`src/rtl/counter_pkg.sv`:
```
`default_nettype none
// ============================================================================
// Module      : counter_pkg
// Description : Direction and boundary-mode constants for the up/down counter.
// Revision    : 1.0 - initial release
// ============================================================================
package counter_pkg;

    localparam logic DIR_UP = 1'b0;
    localparam logic DIR_DN = 1'b1;

    localparam int MODE_WRAP = 0;
    localparam int MODE_SAT  = 1;

endpackage : counter_pkg
`default_nettype wire

```
`src/rtl/updown_counter_mod_prescaler.sv`:
```
`default_nettype none
// ============================================================================
// Module      : tick_prescaler
// Description : Emits one tick for every PRESCALE cycles with en=1; the
//               divider restarts on sync_clr.
// Revision    : 1.0 - initial release
// ============================================================================
module tick_prescaler #(
    parameter int PRESCALE = 4
) (
    input  logic clk,
    input  logic rst_n,
    input  logic en,
    input  logic sync_clr,
    output logic tick
);

    localparam int              c_CW   = (PRESCALE > 2) ? $clog2(PRESCALE) : 1;
    localparam logic [c_CW-1:0] c_LAST = c_CW'(PRESCALE - 1);

    logic [c_CW-1:0] r_cnt;
    logic            w_last;

    assign w_last = (r_cnt == c_LAST);

    always_ff @(posedge clk or negedge rst_n) begin
        if (!rst_n) begin
            r_cnt <= '0;
        end else if (sync_clr) begin
            r_cnt <= '0;
        end else if (en) begin
            r_cnt <= w_last ? '0 : r_cnt + c_CW'(1);
        end
    end

    // Tick is combinational so the counter steps in the PRESCALE-th en cycle itself.
    assign tick = en && w_last && !sync_clr;

endmodule : tick_prescaler
`default_nettype wire

```
`src/rtl/updown_counter_mod.sv`:
```
`default_nettype none
// ============================================================================
// Module      : updown_counter_mod
// Description : Modulo up/down counter with wrap/saturate mode, terminal-count
//               pulse and sticky boundary flag. Define COUNTER_PRESCALE_EN to
//               divide the count enable by PRESCALE.
// Revision    : 1.0 - initial release
// ============================================================================
module updown_counter_mod
    import counter_pkg::*;
#(
    parameter int          WIDTH    = 8,
    parameter int unsigned MAX_VAL  = 2**WIDTH - 1,
    parameter int          SATURATE = MODE_WRAP,
    parameter int          PRESCALE = 4
) (
    input  logic             clk,
    input  logic             rst_n,
    input  logic             clr,
    input  logic             load,
    input  logic [WIDTH-1:0] load_val,
    input  logic             en,
    input  logic             dn,
    input  logic             ovf_clr,
    output logic [WIDTH-1:0] count,
    output logic             tc,
    output logic             ovf
);

    localparam logic [WIDTH-1:0] c_MAX = WIDTH'(MAX_VAL);
    localparam logic             c_SAT = (SATURATE == MODE_SAT);

    logic [WIDTH-1:0] r_count;
    logic             r_tc;
    logic             r_ovf;

    logic             w_tick;
    logic             w_step;
    logic             w_at_max;
    logic             w_at_zero;
    logic             w_bnd;
    logic [WIDTH-1:0] w_load_clamped;
    logic [WIDTH-1:0] w_count_nxt;

`ifdef COUNTER_PRESCALE_EN
    logic w_sync_clr;

    assign w_sync_clr = clr | load;

    tick_prescaler #(
        .PRESCALE (PRESCALE)
    ) u_prescaler (
        .clk      (clk),
        .rst_n    (rst_n),
        .en       (en),
        .sync_clr (w_sync_clr),
        .tick     (w_tick)
    );
`else
    assign w_tick = en;
`endif

    assign w_step    = w_tick && !clr && !load;
    assign w_at_max  = (r_count == c_MAX);
    assign w_at_zero = (r_count == '0);
    assign w_bnd     = w_step && ((dn == DIR_DN) ? w_at_zero : w_at_max);

    assign w_load_clamped = (load_val > c_MAX) ? c_MAX : load_val;

    // Boundaries are tested before any arithmetic, so count never exceeds c_MAX.
    always_comb begin
        w_count_nxt = r_count;
        if (clr) begin
            w_count_nxt = '0;
        end else if (load) begin
            w_count_nxt = w_load_clamped;
        end else if (w_step) begin
            if (dn == DIR_UP) begin
                if (w_at_max) begin
                    w_count_nxt = c_SAT ? c_MAX : '0;
                end else begin
                    w_count_nxt = r_count + WIDTH'(1);
                end
            end else begin
                if (w_at_zero) begin
                    w_count_nxt = c_SAT ? '0 : c_MAX;
                end else begin
                    w_count_nxt = r_count - WIDTH'(1);
                end
            end
        end
    end

    always_ff @(posedge clk or negedge rst_n) begin
        if (!rst_n) begin
            r_count <= '0;
            r_tc    <= 1'b0;
            r_ovf   <= 1'b0;
        end else begin
            r_count <= w_count_nxt;
            r_tc    <= w_bnd;
            // A new boundary event wins over a simultaneous clear request.
            if (w_bnd) begin
                r_ovf <= 1'b1;
            end else if (ovf_clr) begin
                r_ovf <= 1'b0;
            end
        end
    end

    assign count = r_count;
    assign tc    = r_tc;
    assign ovf   = r_ovf;

endmodule : updown_counter_mod
`default_nettype wire
```
`config.mk`:
```
export PLATFORM = sky130hd
export DESIGN_NAME = updown_counter_mod
export DESIGN_NICKNAME = d
export VERILOG_FILES = /design/src/rtl/counter_pkg.sv /design/src/rtl/updown_counter_mod_prescaler.sv /design/src/rtl/updown_counter_mod.sv
export SDC_FILE = /design/constraint.sdc
export NUM_CORES = 1
export LEC_CHECK = 0
export BUFFER_PORTS_ARGS = -buffer_cell sky130_fd_sc_hd__buf_2
export CAP_MARGIN = 20
export CELL_PAD_IN_SITES_DETAIL_PLACEMENT = 0
export CELL_PAD_IN_SITES_GLOBAL_PLACEMENT = 1
export CORE_UTILIZATION = 37
export CTS_CLUSTER_SIZE = 25
export DETAILED_ROUTE_END_ITERATION = 7
export HOLD_SLACK_MARGIN = 0.05
export PLACE_DENSITY_LB_ADDON = 0.05
export SYNTH_ARGS = -nofsm -noshare
export SYNTH_HDL_FRONTEND = slang
export SYNTH_HIERARCHICAL = 1
export SYNTH_SLANG_ARGS = --single-unit
```
`constraint.sdc`:
```
create_clock -name clk -period 2.6 [get_ports clk]
set_clock_uncertainty 0.15 [all_clocks]
set_input_delay 0.65 -clock clk [delete_from_list [all_inputs] [get_ports clk]]
set_output_delay 0.65 -clock clk [all_outputs]
set_load 0.1 [all_outputs]
```
==> results.cfg, run 1 <==
[logic_synthesis]
syn_area_per_cell_um2 = 7.90
synth_area_um2 = 916
yosys.area.top_type_share = 0.273
ys_async_sr_fraction = 1.00
synth_edf_count = 0
yosysWarnings = 6
synth_fp_nets = 134
synth_common_cells = a21oi_1 (10), dfrtp_1 (10), nand2_1 (10), nor2_1 (10), clkbuf_1 (7)
postSynthCellCount = 116
synth_area_leader_cell = dfrtp_1
synth_area_leaders = dfrtp_1 (27%), a21oi_1 (5.5%), ha_1 (4.1%)
yosysSeqAreaShare = 0.273
ys_ff_latch = 10
ys_types = 42
synthFlopType = dfrtp_1

[clock_network]
cts_tree = built
path_clk_slew_ns = 0.08
numCtsBuffers = 3
cts.htree.levels = 1
cts_sinks = 10
clk_latency_ns = 0.28
clockRootBuffer = clkbuf_4
hold_buffers = 0
ctsResizeCount = 0
clockBufferDepth = 2
post_cts_buffers = 0

[route]
wl_um = 2490
wl_per_cell_um = 15.3
firstDrtPassIters = 4
ant_nets = 0
viasPerCell = 5.87
drc = 0
drt_iter0_markers = 27
vias = 957

[worst_setup_path]
crit_path_max_incr_delay_ns = 0.61
endpoint_kind = output pin
worstPathBufferInverterCount = 1
path_cells = buf_2
arrival_ns = 1.40
critPathTopFamily = flip-flops
path_max_fanout = 14
criticalPathCategory = reg -> out
r2r_start = count[0]
cp_data_required_time_ns = 1.80
slowest_stage = dfrtp_1
r2r_end = count[3]
reg2reg_depth = 6
r2r_slack_ns = 0.56
cp-start-kind = flop

[run_status]
status = completed

[floorplan]
dieHeight_um = 51.8
io_pins = 25
start_util = 0.402
die_x_um = 51.8
dieArea_um2 = 2680
core_area_um2 = 2280
rows = 17

[timing]
period_share = 0.845
min_period_ns = 2.20
final.setup.tns_ns = 0
fmax_mhz = 455
setup_viol = 0
slew_violations = 0
relSlewSlack = 0.675
whs_ns = 0.0778
worst_slew_pin_slew_ns = 0.491
grt_setup_unrepaired = false
finalHoldViolCount = 0

[layout]
nets = 154
fill_cells = 242
area_delta_synth_final_pct = 16.8
diodes = 0
multi_input_area_um2 = 591
ff_latch_area_um2 = 250
drive_gt1_frac = 0.267

[placed_design]
gp_congestion = 0.881
hpwl_um = 1820
portBuffers = 24

[run]
maxCapViolCount = 0

[hold_path]
hold_class = in -> async

[power_and_ir_drop]
power.total_uw = 567
power.density_nw_per_um2 = 530
p_leak_uw = 0.000461
irDropWorstVdd_mv = 0.270

[grt]
grt_max_degree = 20
antenna_found_initial = 0
grt_pass1_wl_um = 4310
grt.overflow.total = 0
grt_pass1_vias = 877
grtUsageTotal = 0.222
## cells in the final DEF, fill, tap and decap left out, drive strengths merged, types with 2 or more instances in the layout
cell	Yosys	layout
xnor2	4	4
nand2	10	10
o21ai	6	6
dfrtp	10	10
xor2	2	2
or3	2	2
a22oi	2	2
buf	4	26
nand3	5	5
a21oi	10	10
or4	2	2
mux2i	2	2
nor3	2	2
o31ai	2	2
nand4	3	3
ha	3	3
nor3b	3	3
o22ai	3	3
inv	6	6
nor2	10	10
a211oi	3	3
clkbuf	7	4
## through the flow
step,util,cell area (um^2),cells,setup slack (ns)
2_1_floorplan,-,916,116,0.180
3_3_place_gp,0.454,1030,159,0.647
3_5_place_dp,0.454,1030,159,0.587
4_1_cts,0.470,1070,163,0.393
5_1_grt,0.470,1070,163,0.353
6_report,0.470,1070,163,0.403
## worst max path at each step
stage,from,endpoint,cells after the start
5_1_grt,count[2],count[2],1
3_3_place_gp,count[0],count[3],6
2_1_floorplan,count[4],count[7],5
4_1_cts,count[2],count[2],1
3_5_place_dp,count[0],count[3],6
6_report,count[2],count[2],1
## flip-flops by register name (all words and copies together), names as in the netlist
| name | flops |
|---|---|
| count | 8 |
| ovf | 1 |
| tc | 1 |
## logic make-up after synthesis
logic type	count (synthesis)	share of synthesized area
AO/OA/AOI/OAI	36	0.279
XOR/XNOR	6	0.0574
adder cells (fa/ha/maj)	3	0.0410
buffers and inverters	17	0.0820
flip-flops	10	0.273
multiplexers	2	0.0219
AND/OR/NAND/NOR	42	0.246
## area by class of cell
| class | instances | share of cell area |
|---|---|---|
| well taps | 28 | 0.0327 |
| multi-input cells | 89 | 0.552 |
| repair buffers | 26 | 0.126 |
| inverters | 6 | 0.0211 |
| clock buffers | 4 | 0.0339 |
| flip-flops and latches | 10 | 0.234 |
## where the power goes
| group | internal, uW | total (uW) | switching, uW |
|---|---|---|---|
| sequential | 165 | 191 | 25.3 |
| combinational | 68.1 | 225 | 157 |
| clock | 85.3 | 151 | 65.7 |
| total | 319 | 567 | 248 |
## per-layer routing
metal  up-vias  routed length (um)  global-route usage
met5         -                   0                   0
met4         0                  44              0.0991
met3         5                 148              0.0497
met2        34                1130               0.329
met1       452                1170               0.305
li1        466                   -                   -
(Power assumes the default switching activity.)
==> inputs of run 2 (changes only) <==
- CORE_UTILIZATION: 37 -> 33
- clock period: 2.6 -> 2 ns (I/O delays scaled with it)
==> results.cfg, run 2 (same netlist as run 1, synthesis figures left out) <==
[run_status]
status = completed

[power_and_ir_drop]
p_leak_uw = 0.000492
power.density_nw_per_um2 = 625
irDropWorstVdd_mv = 0.313

[layout]
final_common_cell = buf_2
multi_input_area_um2 = 593
fill_cells = 267
layout_common_cells = buf_2 (24), buf_4 (11), nor2_1 (10), a21oi_1 (10), nand2_1 (10)
largest_register_ffs = 8
diodes = 0
ff_latch_area_um2 = 273
drive_gt1_frac = 0.372
post_layout_nonfiller_instances = 175
area_delta_synth_final_pct = 27.2
fin_util = 0.458
nets = 164

[timing]
final.setup.tns_ns = 0
period_share = 0.985
setup_viol = 0
min_period_ns = 1.97
relSlewSlack = 0.678
fin_ws_ns = 0.0299
whs_ns = 0.277
fmax_mhz = 508
slew_violations = 0
worst_slew_pin_slew_ns = 0.487
finalHoldViolCount = 0

[route]
firstDrtPassIters = 4
vias = 966
drt_iter0_markers = 17
wl_per_cell_um = 15.6
viasPerCell = 5.52
ant_nets = 0
wl_um = 2740
drc = 0

[floorplan]
dieHeight_um = 54.7
io_pins = 25
start_util = 0.360
core_area_um2 = 2540
rows = 18
die_x_um = 54.7
dieArea_um2 = 2990

[worst_setup_path]
arrival_ns = 1.32
cp-start-kind = flop
criticalPathCategory = reg -> out
slowest_stage = buf_2
cp_data_required_time_ns = 1.35
endpoint_kind = output pin
crit_path_max_incr_delay_ns = 0.44
r2r_slack_ns = 0.08
path_max_fanout = 9
path_cells = buf_4 > buf_2

[grt]
grtUsageTotal = 0.199
grt_pass1_vias = 861
grt_max_degree = 16
grt_pass1_wl_um = 4100
grt.overflow.total = 0
antenna_found_initial = 0

[clock_network]
clockRootBuffer = clkbuf_4
numCtsBuffers = 3
cts_tree = built
ctsResizeCount = 0
path_clk_slew_ns = 0.08
clk_latency_ns = 0.28
cts.htree.levels = 1
cts_sinks = 10
clockBufferDepth = 2

[run]
maxCapViolCount = 0

[placed_design]
dp_slack_ns = 0.0901
hpwl_um = 1940
gp_congestion = 0.831
dp_cells = 166
portBuffers = 24

[hold_path]
hold_class = in -> reg
## run 2: cell count changes in the layout (fill, tap and decap cells not counted)
| cell | delta |
|---|---|
| buf_4 | +9 |
| clkbuf_1 | +1 |
| clkbuf_8 | -1 |
| dfrtp_1 | -8 |
| dfrtp_2 | +3 |
| dfrtp_4 | +5 |
| dlygate4sd3_1 | +1 |
| inv_1 | -2 |
| inv_2 | +2 |
| or3b_2 | -1 |
| or3b_4 | +1 |
## run 2: critical path, delay by kind of cell (launching register included)
| kind | cells | cell delay [ns] |
|---|---|---|
| buffers and inverters | 2 | 0.63 |
| flip-flops | 1 | 0.41 |
## run 2: through the flow
| stage | power (uW) | cell area [um^2] |
|---|---|---|
| after global placement | 561 | 1100 |
| after detailed placement | 561 | 1100 |
| final | 729 | 1160 |
| after CTS | 718 | 1130 |
| after global routing | 764 | 1160 |
| after floorplan | 492 | 947 |
## run 2: final timing paths
path	endpoint	start	depth (start not counted)
max	count[2]	count[2]	2
min	ovf	ovf_clr	2
max reg2reg	count[4]	count[3]	5
min reg2reg	ovf	ovf	2
max in group asynchronous	count[3]	rst_n	2
min in group asynchronous	count[1]	rst_n	2
## run 2: report_power, final
part	leakage [uW]	switching, uW	total [uW]	internal, uW
clock network	0.0000150	79.7	157	77.3
logic	0.000356	215	322	107
registers	0.000121	27.5	249	222
## run 2: cell type report
type	instances	area share
Timing Repair Buffer	36	0.183
Multi-Input combinational cell	89	0.509
Sequential cell	10	0.234
Inverter	6	0.0193
Tap cell	30	0.0322
Clock buffer	4	0.0226
## run 2: timing repair
action,CTS,global route
hold endpoints to repair,10,0
buffers inserted,0,4
endpoints found under the setup margin,0,1
hold buffers,1,0
## run 2: routing by layer
layer / GRT usage / vias up / routed length (um)
met1: 0.252 / 451 / 1320
met2: 0.335 / 32 / 1260
met3: 0.0583 / 2 / 150
li1: - / 481 / -
met4: 0.0299 / 0 / 10
met5: 0 / - / 0
